===== config.mk =====
export PLATFORM = sky130hd
export DESIGN_NAME = window_3x3_former_flat
export DESIGN_NICKNAME = d
export VERILOG_FILES = /design/src/rtl/window_3x3_former_pkg.sv /design/src/rtl/window_3x3_former_if.sv /design/src/rtl/window_3x3_former_controller.sv /design/src/rtl/window_3x3_former.sv /design/src/flat_wrapper.sv
export SDC_FILE = /design/constraint.sdc
export NUM_CORES = 1
export LEC_CHECK = 0
export CORE_MARGIN = 2
export CORE_UTILIZATION = 50
export CTS_BUF_LIST = sky130_fd_sc_hd__clkbuf_4 sky130_fd_sc_hd__clkbuf_8 sky130_fd_sc_hd__clkbuf_16
export DETAILED_ROUTE_END_ITERATION = 10
export MAX_ROUTING_LAYER = met4
export PLACE_DENSITY = 0.84
export REMOVE_ABC_BUFFERS = 1
export SLEW_MARGIN = 10
export SYNTH_ARGS = -nofsm -noshare
export SYNTH_HDL_FRONTEND = slang
export SYNTH_SLANG_ARGS = --single-unit

===== constraint.sdc =====
create_clock -name clk -period 4.6 [get_ports clk]
set_input_delay 0.92 -clock clk [delete_from_list [all_inputs] [get_ports clk]]
set_output_delay 0.92 -clock clk [all_outputs]
set_load 0.01 [all_outputs]

===== src/rtl/window_3x3_former_pkg.sv =====
// Shared types and constants for the 3x3 window former.
// Also holds the helper that maps window coordinates to a bit-slice index.
package window_3x3_former_pkg;

  localparam int DATA_W_DFLT     = 8;
  localparam int IMG_WIDTH_DFLT  = 17;
  localparam int IMG_HEIGHT_DFLT = 17;
  localparam int WIN_W           = 9 * DATA_W_DFLT;

  typedef enum logic {
    FILL   = 1'b0,
    STREAM = 1'b1
  } ctrl_state_e;

  // Pixel (r,c) occupies slice [DATA_W*idx(r,c) +: DATA_W] of the flattened window.
  function automatic int unsigned idx(input int unsigned r, input int unsigned c);
    return 3 * r + c;
  endfunction

endpackage


===== src/rtl/window_3x3_former_if.sv =====
// Tap/window bundle between the line buffers, the window former and the filter core.
// The slave modport is the window former's view of the bundle.
interface window_3x3_former_if
  import window_3x3_former_pkg::*;
#(
  parameter int DATA_W = DATA_W_DFLT
);

  logic                  done_i;
  logic [DATA_W-1:0]     row0_i;
  logic [DATA_W-1:0]     row1_i;
  logic [DATA_W-1:0]     row2_i;
  logic [9*DATA_W-1:0]   window_o;
  logic                  done_o;
  logic                  frame_done_o;

  modport master (
    output done_i, row0_i, row1_i, row2_i,
    input  window_o, done_o, frame_done_o
  );

  modport slave (
    input  done_i, row0_i, row1_i, row2_i,
    output window_o, done_o, frame_done_o
  );

endinterface


===== src/rtl/window_3x3_former_controller.sv =====
// Column/row position tracking and the FILL/STREAM controller for the window former.
// Flags fully valid windows and the last beat of each frame, one cycle after the beat.
module window_3x3_controller
  import window_3x3_former_pkg::*;
#(
  parameter int IMG_WIDTH  = IMG_WIDTH_DFLT,
  parameter int IMG_HEIGHT = IMG_HEIGHT_DFLT
) (
  input  logic clk,
  input  logic rst,
  input  logic done_i,
  output logic done_o,
  output logic frame_done_o
);

  localparam int COL_W = $clog2(IMG_WIDTH);
  localparam int ROW_W = $clog2(IMG_HEIGHT);

  ctrl_state_e      state, state_nxt;
  logic [COL_W-1:0] col_cnt, col_nxt;
  logic [ROW_W-1:0] row_cnt, row_nxt;
  logic             done_nxt, frame_done_nxt;
  logic             col_last, row_last;

  assign col_last = (col_cnt == COL_W'(IMG_WIDTH - 1));
  assign row_last = (row_cnt == ROW_W'(IMG_HEIGHT - 1));

  // NOTE: every signal driven here gets a default first, so no path leaves it unassigned
  // and no latch is inferred.
  always_comb begin
    state_nxt      = state;
    col_nxt        = col_cnt;
    row_nxt        = row_cnt;
    done_nxt       = 1'b0;
    frame_done_nxt = 1'b0;
    if (done_i) begin
      // STREAM already implies row_cnt>=2; only the edge columns remain to be masked.
      done_nxt = (state == STREAM) && (col_cnt >= COL_W'(2));
      if (col_last) begin
        col_nxt = '0;
        if (row_last) begin
          row_nxt        = '0;
          state_nxt      = FILL;
          frame_done_nxt = 1'b1;
        end else begin
          row_nxt = row_cnt + 1'b1;
          if (row_cnt == ROW_W'(1)) state_nxt = STREAM;
        end
      end else begin
        col_nxt = col_cnt + 1'b1;
      end
    end
  end

  // NOTE: registered state uses non-blocking assignments so every flop samples the
  // pre-edge values of its neighbours, independent of statement order.
  always_ff @(posedge clk) begin
    if (rst) begin
      state        <= FILL;
      col_cnt      <= '0;
      row_cnt      <= '0;
      done_o       <= 1'b0;
      frame_done_o <= 1'b0;
    end else begin
      state        <= state_nxt;
      col_cnt      <= col_nxt;
      row_cnt      <= row_nxt;
      done_o       <= done_nxt;
      frame_done_o <= frame_done_nxt;
    end
  end

endmodule


===== src/rtl/window_3x3_former.sv =====
// Sliding 3x3 window assembled from three vertically aligned pixel taps per beat.
// Datapath is inline; position tracking and validity flags live in the controller.
module window_3x3_former
  import window_3x3_former_pkg::*;
#(
  parameter int DATA_W     = DATA_W_DFLT,
  parameter int IMG_WIDTH  = IMG_WIDTH_DFLT,
  parameter int IMG_HEIGHT = IMG_HEIGHT_DFLT
) (
  input  logic                clk,
  input  logic                rst,
  window_3x3_former_if.slave  bus
);

  logic [DATA_W-1:0]   win [3][3];
  logic [DATA_W-1:0]   taps [3];
  logic [9*DATA_W-1:0] win_flat;
  logic                done;
  logic                frame_done;

  assign taps[0] = bus.row0_i;
  assign taps[1] = bus.row1_i;
  assign taps[2] = bus.row2_i;

  // NOTE: the window registers are reset deliberately: a mid-frame reset must present
  // an all-zero window on the next cycle, so these cannot be left as plain storage.
  always_ff @(posedge clk) begin
    if (rst) begin
      for (int r = 0; r < 3; r++) begin
        for (int c = 0; c < 3; c++) win[r][c] <= '0;
      end
    end else if (bus.done_i) begin
      for (int r = 0; r < 3; r++) begin
        win[r][0] <= win[r][1];
        win[r][1] <= win[r][2];
        win[r][2] <= taps[r];
      end
    end
  end

  always_comb begin
    win_flat = '0;
    for (int unsigned r = 0; r < 3; r++) begin
      for (int unsigned c = 0; c < 3; c++) begin
        win_flat[DATA_W*idx(r, c) +: DATA_W] = win[r][c];
      end
    end
  end

  window_3x3_controller #(
    .IMG_WIDTH  (IMG_WIDTH),
    .IMG_HEIGHT (IMG_HEIGHT)
  ) u_ctrl (
    .clk          (clk),
    .rst          (rst),
    .done_i       (bus.done_i),
    .done_o       (done),
    .frame_done_o (frame_done)
  );

  assign bus.window_o     = win_flat;
  assign bus.done_o       = done;
  assign bus.frame_done_o = frame_done;

endmodule

===== src/flat_wrapper.sv =====
// flat-port wrapper written by rule: the top's interface ports become plain ports
module window_3x3_former_flat import window_3x3_former_pkg::*;
#(
  parameter int DATA_W     = DATA_W_DFLT,
  parameter int IMG_WIDTH  = IMG_WIDTH_DFLT,
  parameter int IMG_HEIGHT = IMG_HEIGHT_DFLT
)
  (clk, rst, bus_done_i, bus_row0_i, bus_row1_i, bus_row2_i, bus_window_o, bus_done_o, bus_frame_done_o);
  window_3x3_former_if #(.DATA_W(DATA_W)) bus_i ();
  input  logic clk;
  input  logic rst;
  input wire logic [$bits(bus_i.done_i)-1:0] bus_done_i;
  input wire logic [$bits(bus_i.row0_i)-1:0] bus_row0_i;
  input wire logic [$bits(bus_i.row1_i)-1:0] bus_row1_i;
  input wire logic [$bits(bus_i.row2_i)-1:0] bus_row2_i;
  output wire logic [$bits(bus_i.window_o)-1:0] bus_window_o;
  output wire logic [$bits(bus_i.done_o)-1:0] bus_done_o;
  output wire logic [$bits(bus_i.frame_done_o)-1:0] bus_frame_done_o;
  assign bus_i.done_i = bus_done_i;
  assign bus_i.row0_i = bus_row0_i;
  assign bus_i.row1_i = bus_row1_i;
  assign bus_i.row2_i = bus_row2_i;
  assign bus_window_o = bus_i.window_o;
  assign bus_done_o = bus_i.done_o;
  assign bus_frame_done_o = bus_i.frame_done_o;
  window_3x3_former #(.DATA_W(DATA_W), .IMG_WIDTH(IMG_WIDTH), .IMG_HEIGHT(IMG_HEIGHT)) u_core (.clk(clk), .rst(rst), .bus(bus_i));
endmodule

After elaboration in Yosys (flattened, before gate mapping):

Memory sizes are Yosys's and may differ from the RTL's.
Cells that the tools add are included.

* register bits after elaboration: 13
* latch bits: 0
* bits in writable memories: 72
* memory bits (read-only): 0
* input bits: 27
* output and inout port bits: 74
* word-level logic and storage cells: 48
* memories kept: 1

Memory list
* u_core.win: depth 3, bits a word 24, read ports 3, clocked after Yosys merged registers in 0, wr ports 3, line window_3x3_former.sv:15 `logic [DATA_W-1:0] win [3][3];`

* add/sub/neg operators: 2
* multipliers: 0
* divide/modulo/power cells: 0
* order comparisons: 1
* equal/unequal tests: 3
* shift operators: 0
* muxes and demuxes: 19
* bitwise gates (word level): 11
* reductions and logical operators: 6

Operators by type and width (count)
* two-way mux 8 bit: 9
* adder 5 x 1 -> 5 bit (second input constant): 2
* == test 5 bit (second input constant): 2
* two-way mux 5 bit: 2
* bitwise OR 1 bit: 9
* two-way mux 1 bit: 8
* == test 5 x 1 -> 1 bit (second input constant): 1
* greater-or-equal comparator 5 x 2 -> 1 bit (second input constant): 1
* AND reduction 3 bit: 1
* OR reduction 3 bit: 1
* inverter 1 bit: 2
* AND reduction 2 bit: 1
* nonzero test 2 bit: 1
* OR reduction 2 bit: 1
* logical AND 1 bit: 1

Logic depth before layout (Yosys ltp):

Gate-level depths: netlist of the first run.

* depth in word-level cells: 4
* gate-level depth with buffers: 6
* depth with buffers taken out: 5

Cells and area by module:

A second synthesis of the first run with hierarchy kept.

* cell total of the unflattened synthesis: 234
* area total of the unflattened synthesis: 3595.9 sq um

Modules (own cells, without submodules)
* window_3x3_former: instances 1, cells an instance 160, area each 2935.3 sq um, seq. area each 2162.1 sq um
* window_3x3_controller: instances 1, cells an instance 74, area each 660.6 sq um, seq. area each 260.2 sq um

Worst setup path before layout of the first run:

No wires, ideal clock.

* path type: in2reg
* from: input bus_done_i
* to: memory u_core.win[0][0] (netlist bit), enable pin
* setup time: 0.399 ns
* data arrival time: 2.028 ns
* required time: 4.201 ns
* path slack: 2.173 ns
* stages: 2
* buffers on the path: 1
* cell sequence: buf_2 > or2_2

RTL lines
* from (decl): line flat_wrapper.sv:12 `input wire logic [$bits(bus_i.done_i)-1:0] bus_done_i;`
* to (decl): line window_3x3_former.sv:15

==> summary.txt, run 1 <==
Pwr
  – Max VDD drop: ~0.20 mV
  – Power density over the cells: 344 nW/um2
  – Leakage: approximately 0.0017 uW
  – Final Total Pwr: between 1500 and 2000 uW

STA
  – Unrepaired setup endpoints after global routing: no
  – Timing-limited maximum frequency: around 360 MHz
  – Pins over their slew limit: 0
  – Sum of negative setup slack: 0 ns
  – Rel. slew slack: 0.353
  – Tmin final: 2.75 ns
  – Count of endpoints failing hold in the final timing report: 0
  – Crit share post-route: 0.598
  – Setup violators final: 0
  – Slew at the pin closest to its max-slew limit: between 0.9 and 1 ns
  – Setup Skew: roughly 0.0061 ns

Outcome
  – Status: finished, violations left
  – Failing checks: design-rule violations

Floorplanning
  – I/O pin count: 101
  – Die ar.: 7350 um2
  – Starting utilization of the core area: 0.520
  – Die Wd: 85.7 um
  – Rows: 29
  – Overall die height: between 80 and 90 um
  – Core box area: about 6400 um2

Worst setup path
  – Count of buffer and inverter cells on the critical path: 1
  – Startpoint of the most critical register-to-register path: u_core.u_ctrl.col_cnt[1]$_SDFFE_PP0P_
  – WP depth: 2
  – Worst Reg-to-Reg Cells: 5
  – WP data arrival: around 2.7 ns
  – Highest net fanout along the worst path: 72
  – Worst path required time: about 4.6 ns
  – Startpoint kind of the worst setup timing path: input pin
  – RR Endpoint: u_core.u_ctrl.row_cnt[3]$_SDFFE_PP0P_
  – Setup crit end kind: flip-flop
  – Crit path cell chain: clkdlybuf4s50_1, or2_4
  – CP max stage cell: sky130_fd_sc_hd__clkdlybuf4s50_1
  – Family of cells with the greatest summed delay on the critical path: buffers and inverters
  – Setup Crit Path Kind: input pin to flip-flop
  – Delay of the slowest cell on the worst path: 0.88 ns
  – R2R setup slack: 2.96 ns

Synthesis
  – Combinational family with the most area after synthesis: simple AND/OR/NAND/NOR gates
  – Synth warnings: 0
  – Synth Area in Adders: 0.0225
  – Yosys top cell area share: 0.647
  – Post-Syn Area per Cell: approximately 14 um2
  – Largest area contributor in the netlist: sky130_fd_sc_hd__edfxtp_1
  – Xor and xnor area share after synthesis: 0.00262
  – Synthesized-area fraction occupied by ao, oa, aoi and oai cells: 0.0292
  – Distinct cells, synth: 32
  – Multiplexer area fraction after synthesis: 0.00337
  – Synthesized instance count: roughly 230
  – Area share of and/or/nand/nor cells after synthesis: 0.196
  – #FFs+latches synth: 85
  – Sequential-to-total area share from yosys stat: 0.725
  – Top area cells in the synthesized netlist: sky130_fd_sc_hd__edfxtp_1 (65%), sky130_fd_sc_hd__and2_1 (13%), sky130_fd_sc_hd__dfxtp_1 (7.8%), sky130_fd_sc_hd__ha_1 (2.2%), sky130_fd_sc_hd__a21oi_1 (0.90%)
  – Combined area of all synthesized cells: around 3300 um2

Place
  – Buffers on Ports: 100
  – Detailed Place HPWL: between 3000 and 4000 um
  – RD Place Congestion: between 0.7 and 0.8

Route
  – DR vias/cell: around 5.0
  – DRC violations left: 9
  – Post-detailed-route count of antenna-violating nets: 0
  – 1st-iter DRT viols: ~130
  – Total via count in the routed design: between 2k and 2.5k
  – Average wire length per cell after detail routing: approximately 14 um
  – Number of iterations in the first detailed-routing pass: 11
  – WL final: 5810 um

Clock network
  – Clock insertion delay at the later pin of the skew report: around 0.34 ns
  – Register clock-pin slew on the reported worst setup and hold paths: ~0.07 ns
  – Number of sinks on the clock net: 85
  – TritonCTS clock tree: yes
  – Root buffer cell: sky130_fd_sc_hd__clkbuf_8
  – Number of buffers created by CTS: 9
  – Post_cts resized: 0
  – Cts-stage hold buffer count: 0
  – Total number of H-tree levels: 3
  – Number of setup buffers added after CTS: 0
  – Clock tree buffer depth: 2

Min path
  – Hold WC Path Type: flip-flop to flip-flop
  – Number of cells traversed by the worst hold path: 2
  – Min-Delay Endpoint: u_core.u_ctrl.done_o$_SDFF_PN0_
  – Hold wc startpoint: u_core.u_ctrl.state$_SDFFE_PP0P_

Finish
  – Area growth from synthesis to final layout: 37.4%
  – Share of cells above drive strength 1: 0.0657
  – Net count of the finished layout: around 360
  – Area of the multi-input gates: ~860 um2
  – Most used cells in the layout excluding fill and tap cells: sky130_fd_sc_hd__clkdlybuf4s50_1 (100), sky130_fd_sc_hd__and2_1 (72), sky130_fd_sc_hd__edfxtp_1 (72), sky130_fd_sc_hd__dfxtp_1 (13), sky130_fd_sc_hd__clkbuf_8 (9)
  – Leading cell type in the layout, fill and taps excluded: sky130_fd_sc_hd__clkdlybuf4s50_1
  – FF/Latch Area: around 2400 um2
  – Fill cell instance count of the final layout: ~430
  – Number of diodes: 0

Global route
  – Global-route wire length before repair: approximately 9000 um
  – Antenna violations before repair: 0
  – All-Layer GR Usage: 0.164
  – Largest net degree at the start of global routing: 73
  – Number of global-route vias before repair: between 1.5k and 2k
  – Total congestion overflow: 0

Job
  – Number of violations of the max-capacitance limit: 0
through the flow:
step	cells	cell area (um2)	utilization	setup WS, ns	hold slack (ns)
floorplan	219	3290	-	1.75	0.411
global placement	397	4410	0.686	1.55	0.460
detailed placement	397	4410	0.686	1.50	0.459
CTS	412	4590	0.715	1.87	0.474
global route	412	4590	0.715	1.68	0.504
finish	412	4590	0.715	1.85	0.476
area by class of cell:
cell class	count	area share
clock inverters	5	0.0115
well taps	77	0.0210
multi-input cells	128	0.186
inverters	6	0.00491
clock buffers	10	0.0286
flip-flops and latches	85	0.528
repair buffers	101	0.220
worst min-delay path, delay by kind of cell (launching register included):
kind	cells	cell delay [ns]
DFF	1	0.32
AOI/OAI and AO/OA	1	0.05
and+or+nand+nor	1	0.07
kinds of logic after synthesis:
logic type,after synthesis
xor+xnor,1
simple gates,105
buf+inv,18
flops,85
mux,1
compound gates,15
fa+ha+maj,6
worst max-delay path by stage:
stage	to	startpoint
finish	u_core.win[0][58]$_SDFFCE_PN0P_	rst
global route	u_core.win[0][67]$_SDFFCE_PN0P_	rst
CTS	u_core.win[0][44]$_SDFFCE_PN0P_	rst
detailed placement	u_core.win[0][67]$_SDFFCE_PN0P_	rst
global placement	u_core.win[0][17]$_SDFFCE_PN0P_	rst
floorplan	u_core.win[0][0]$_SDFFCE_PN0P_	rst
report_power, final:
group	internal, uW	total, uW	switching (uW)
Combinational	107	181	74.6
Sequential	885	904	19.4
Clock	251	494	243
state kept, by name, summed over array words and instances (netlist names):
register,count
u_core.win,72
u_core.u_ctrl.col_cnt,5
u_core.u_ctrl.row_cnt,5
u_core.u_ctrl.done_o,1
u_core.u_ctrl.frame_done_o,1
u_core.u_ctrl.state,1
metal layers:
metal,vias up,track usage,part of all wire
met4,0,0.0649,0.0074
li1,1010,-,-
met5,-,-,0
met2,74,0.266,0.51
met1,982,0.200,0.41
met3,6,0.0375,0.065
synthesized netlist by cell type:
cell                         n
sky130_fd_sc_hd__a211oi_1    1
sky130_fd_sc_hd__nor4_1      1
sky130_fd_sc_hd__a21oi_1     6
sky130_fd_sc_hd__xor2_1      1
sky130_fd_sc_hd__or2_2       1
sky130_fd_sc_hd__nand2_1     6
sky130_fd_sc_hd__inv_1       5
sky130_fd_sc_hd__a41oi_1     2
sky130_fd_sc_hd__nor3_1      4
sky130_fd_sc_hd__clkinv_1    1
sky130_fd_sc_hd__nand3_1     4
sky130_fd_sc_hd__edfxtp_1   72
sky130_fd_sc_hd__and4bb_4    1
sky130_fd_sc_hd__dfxtp_1    13
sky130_fd_sc_hd__nand4_1     4
sky130_fd_sc_hd__or3b_2      1
sky130_fd_sc_hd__nor4b_1     1
sky130_fd_sc_hd__nor2_1      3
sky130_fd_sc_hd__a21oi_2     1
sky130_fd_sc_hd__clkbuf_1    8
sky130_fd_sc_hd__a31oi_1     1
sky130_fd_sc_hd__nor2b_1     2
sky130_fd_sc_hd__or3_1       2
sky130_fd_sc_hd__mux2_2      1
sky130_fd_sc_hd__and2_1     72
sky130_fd_sc_hd__o21ai_0     2
sky130_fd_sc_hd__ha_1        6
sky130_fd_sc_hd__a311oi_1    1
sky130_fd_sc_hd__buf_2       4
sky130_fd_sc_hd__nor3_2      1
sky130_fd_sc_hd__o32ai_1     1
sky130_fd_sc_hd__nand4bb_1   2
Power figures use the tool's default switching activity.
==> inputs of run 2 (changes only) <==
Settings changed: CORE_UTILIZATION 50 to 42, PLACE_DENSITY 0.84 to 0.76.
Clock period 4.6 ns to 2.49 ns, I/O delays scaled along.
==> run 2 against run 1 <==
  * The flow now finishes without violations
  * Count of clock-buffer cells in the layout is the same
  * First-iteration DRC count shrank 47%
  * Cell area grew 3.6%
  * Clock skew grew 0.0026 ns
  * Combinational power grew 93%
  * Flip-flop and latch count is the same
  * Critical path type is now flip-flop to output port
  * Largest cell class unchanged
  * Largest power group unchanged
==> summary.txt, run 2 (synthesis gave the netlist of run 1 again) <==
Min path
  – Hold WC Path Type: flip-flop to flip-flop (unchanged)
  – Hold wc startpoint: u_core.u_ctrl.state$_SDFFE_PP0P_ (unchanged)

Global route
  – Total congestion overflow: 0 (unchanged)
  – Global-route wire length before repair: 9430 um (was 9030 um)
  – Antenna violations before repair: 0 (unchanged)
  – All-Layer GR Usage: 0.145 (was 0.164)
  – Number of global-route vias before repair: 2,016 (was 1,988)
  – Largest net degree at the start of global routing: 74 (was 73)

Pwr
  – Leakage: 0.00175 uW (was 0.00170 uW)
  – Max VDD drop: 0.339 mV (was 0.199 mV)
  – Power density over the cells: 666 nW/um2 (was 344 nW/um2)

Worst setup path
  – Highest net fanout along the worst path: 2 (was 72)
  – CP Launch Point: u_core.win[0][27]$_SDFFCE_PN0P_ (was rst)
  – Startpoint of the most critical register-to-register path: u_core.u_ctrl.col_cnt[0]$_SDFFE_PP0P_ (was u_core.u_ctrl.col_cnt[1]$_SDFFE_PP0P_)
  – WP data arrival: 1.28 ns (was 2.71 ns)
  – CP max stage cell: sky130_fd_sc_hd__clkdlybuf4s50_1 (unchanged)
  – Startpoint kind of the worst setup timing path: flip-flop (was input pin)
  – Worst path required time: 1.99 ns (was 4.56 ns)
  – Setup Crit Path Kind: flip-flop to output port (was input pin to flip-flop)
  – Count of buffer and inverter cells on the critical path: 1 (unchanged)
  – Crit path cell chain: clkdlybuf4s50_1 (was clkdlybuf4s50_1, or2_4)
  – Delay of the slowest cell on the worst path: 0.57 ns (was 0.88 ns)
  – Setup crit end kind: output port (was flip-flop)
  – Family of cells with the greatest summed delay on the critical path: buffers and inverters (unchanged)

STA
  – Setup violators final: 0 (unchanged)
  – Crit share post-route: 0.714
  – Sum of negative setup slack: 0 ns (unchanged)
  – Setup Skew: 0.00866 ns (was 0.00608 ns)
  – Tmin final: approximately 1.8 ns
  – Slew at the pin closest to its max-slew limit: 0.393 ns (was 0.971 ns)
  – Pins over their slew limit: 0 (unchanged)
  – Count of endpoints failing hold in the final timing report: 0 (unchanged)
  – Timing-limited maximum frequency: between 500 and 600 MHz
  – Unrepaired setup endpoints after global routing: no (unchanged)
  – Rel. slew slack: 0.736 (was 0.353)

Finish
  – Most flops, register: u_core.win (unchanged)
  – Number of diodes: 0 (unchanged)
  – Layout Utilization: 0.615 (was 0.715)
  – Area growth from synthesis to final layout: 42.3% (was 37.4%)
  – Net count of the finished layout: 369 (was 364)
  – Most used cells in the layout excluding fill and tap cells: sky130_fd_sc_hd__clkdlybuf4s50_1 (100), sky130_fd_sc_hd__and2_1 (72), sky130_fd_sc_hd__edfxtp_1 (72), sky130_fd_sc_hd__dfxtp_1 (13), sky130_fd_sc_hd__clkbuf_8 (9) (unchanged)
  – Leading cell type in the layout, fill and taps excluded: sky130_fd_sc_hd__clkdlybuf4s50_1 (unchanged)
  – Largest registers: u_core.win x72, u_core.u_ctrl.col_cnt x5, u_core.u_ctrl.row_cnt x5 (unchanged)
  – Share of cells above drive strength 1: 0.0850 (was 0.0657)
  – Max FFs per register: 72 (unchanged)

Floorplanning
  – Overall die height: 93.2 um (was 85.7 um)
  – Die Wd: 93.2 um (was 85.7 um)
  – Starting utilization of the core area: 0.432 (was 0.520)
  – Core box area: 7730 um2 (was 6420 um2)
  – Rows: 32 (was 29)
  – Die ar.: 8680 um2 (was 7350 um2)
  – I/O pin count: 101 (unchanged)

Place
  – Detailed Place HPWL: 4170 um (was 3890 um)
  – RD Place Congestion: 0.786 (was 0.795)
  – Buffers on Ports: 100 (unchanged)

Clock network
  – Clock tree buffer depth: 2 (unchanged)
  – Total number of H-tree levels: 3 (unchanged)
  – TritonCTS clock tree: yes (unchanged)
  – Number of setup buffers added after CTS: 0 (unchanged)
  – Post_cts resized: 0 (unchanged)
  – Root buffer cell: sky130_fd_sc_hd__clkbuf_8 (unchanged)
  – Cts-stage hold buffer count: 0 (unchanged)
  – Clock insertion delay at the later pin of the skew report: 0.34 ns (about the same)
  – Number of buffers created by CTS: 9 (unchanged)
  – Register clock-pin slew on the reported worst setup and hold paths: 0.08 ns (was 0.07 ns)
  – Number of sinks on the clock net: 85 (unchanged)

Route
  – Post-detailed-route count of antenna-violating nets: 0 (unchanged)
  – 1st-iter DRT viols: 70 (was 131)
  – Number of iterations in the first detailed-routing pass: 4 (was 11)
  – DR vias/cell: 4.77 (was 5.03)
  – Average wire length per cell after detail routing: 13.7 um (was 14.1 um)
  – DRC violations left: 0 (was 9)
  – WL final: 6050 um (was 5810 um)
  – Total via count in the routed design: 2,111 (was 2,072)

Outcome
  – Status: complete, no violations (was finished, violations left)

Job
  – Number of violations of the max-capacitance limit: 0 (unchanged)
run 2: changes by cell type in the layout (fill, tap and decap cells not counted), sizes merged:
cell | before | now
bufinv | 1 | 3
buf | 1 | 6
clkinv | 5 | 2
clkinvlp | 0 | 2
run 2: final timing paths:
| path | depth (start not counted) | slack (ns) | to |
|---|---|---|---|
| min reg2reg | 2 | 0.46 | u_core.u_ctrl.done_o$_SDFF_PN0_ |
| max reg2reg | 5 | 0.76 | u_core.u_ctrl.row_cnt[3]$_SDFFE_PP0P_ |
| max | 1 | 0.71 | bus_window_o[43] |
| min | 2 | 0.46 | u_core.u_ctrl.done_o$_SDFF_PN0_ |
run 2: stage by stage:
step / power (uW) / hold WS, ns / instance area (um2) / setup slack, ns / instances
after floorplan: 1810 / 0.411 / 3290 / 0.0614 / 219
after global placement: 2050 / 0.452 / 4510 / 0.496 / 427
after detailed placement: 2060 / 0.438 / 4510 / 0.467 / 427
after CTS: 3200 / 0.451 / 4750 / 0.697 / 443
after global routing: 3290 / 0.483 / 4750 / 0.657 / 443
final: 3170 / 0.455 / 4750 / 0.711 / 443
run 2: routing by layer:
layer  vias to the layer above  share of wire  GRT usage
li1                       1029              -          -
met5                         -              0          -
met1                       995           0.44      0.178
met3                         6          0.062     0.0363
met4                         0         0.0089     0.0625
met2                        81           0.49      0.230
run 2: area by class of cell:
type	instances	area [um2]
fill	595	2970
sequential	85	2420
timing repair buffer	106	1080
multi-input combinational	128	856
clock buffer	10	131
tap	102	128
clock inverter	6	111
inverter	6	22.5
run 2: where the power goes:
group	internal (uW)	switching, uW
clock network	677	470
registers	1630	37.6
logic	209	140
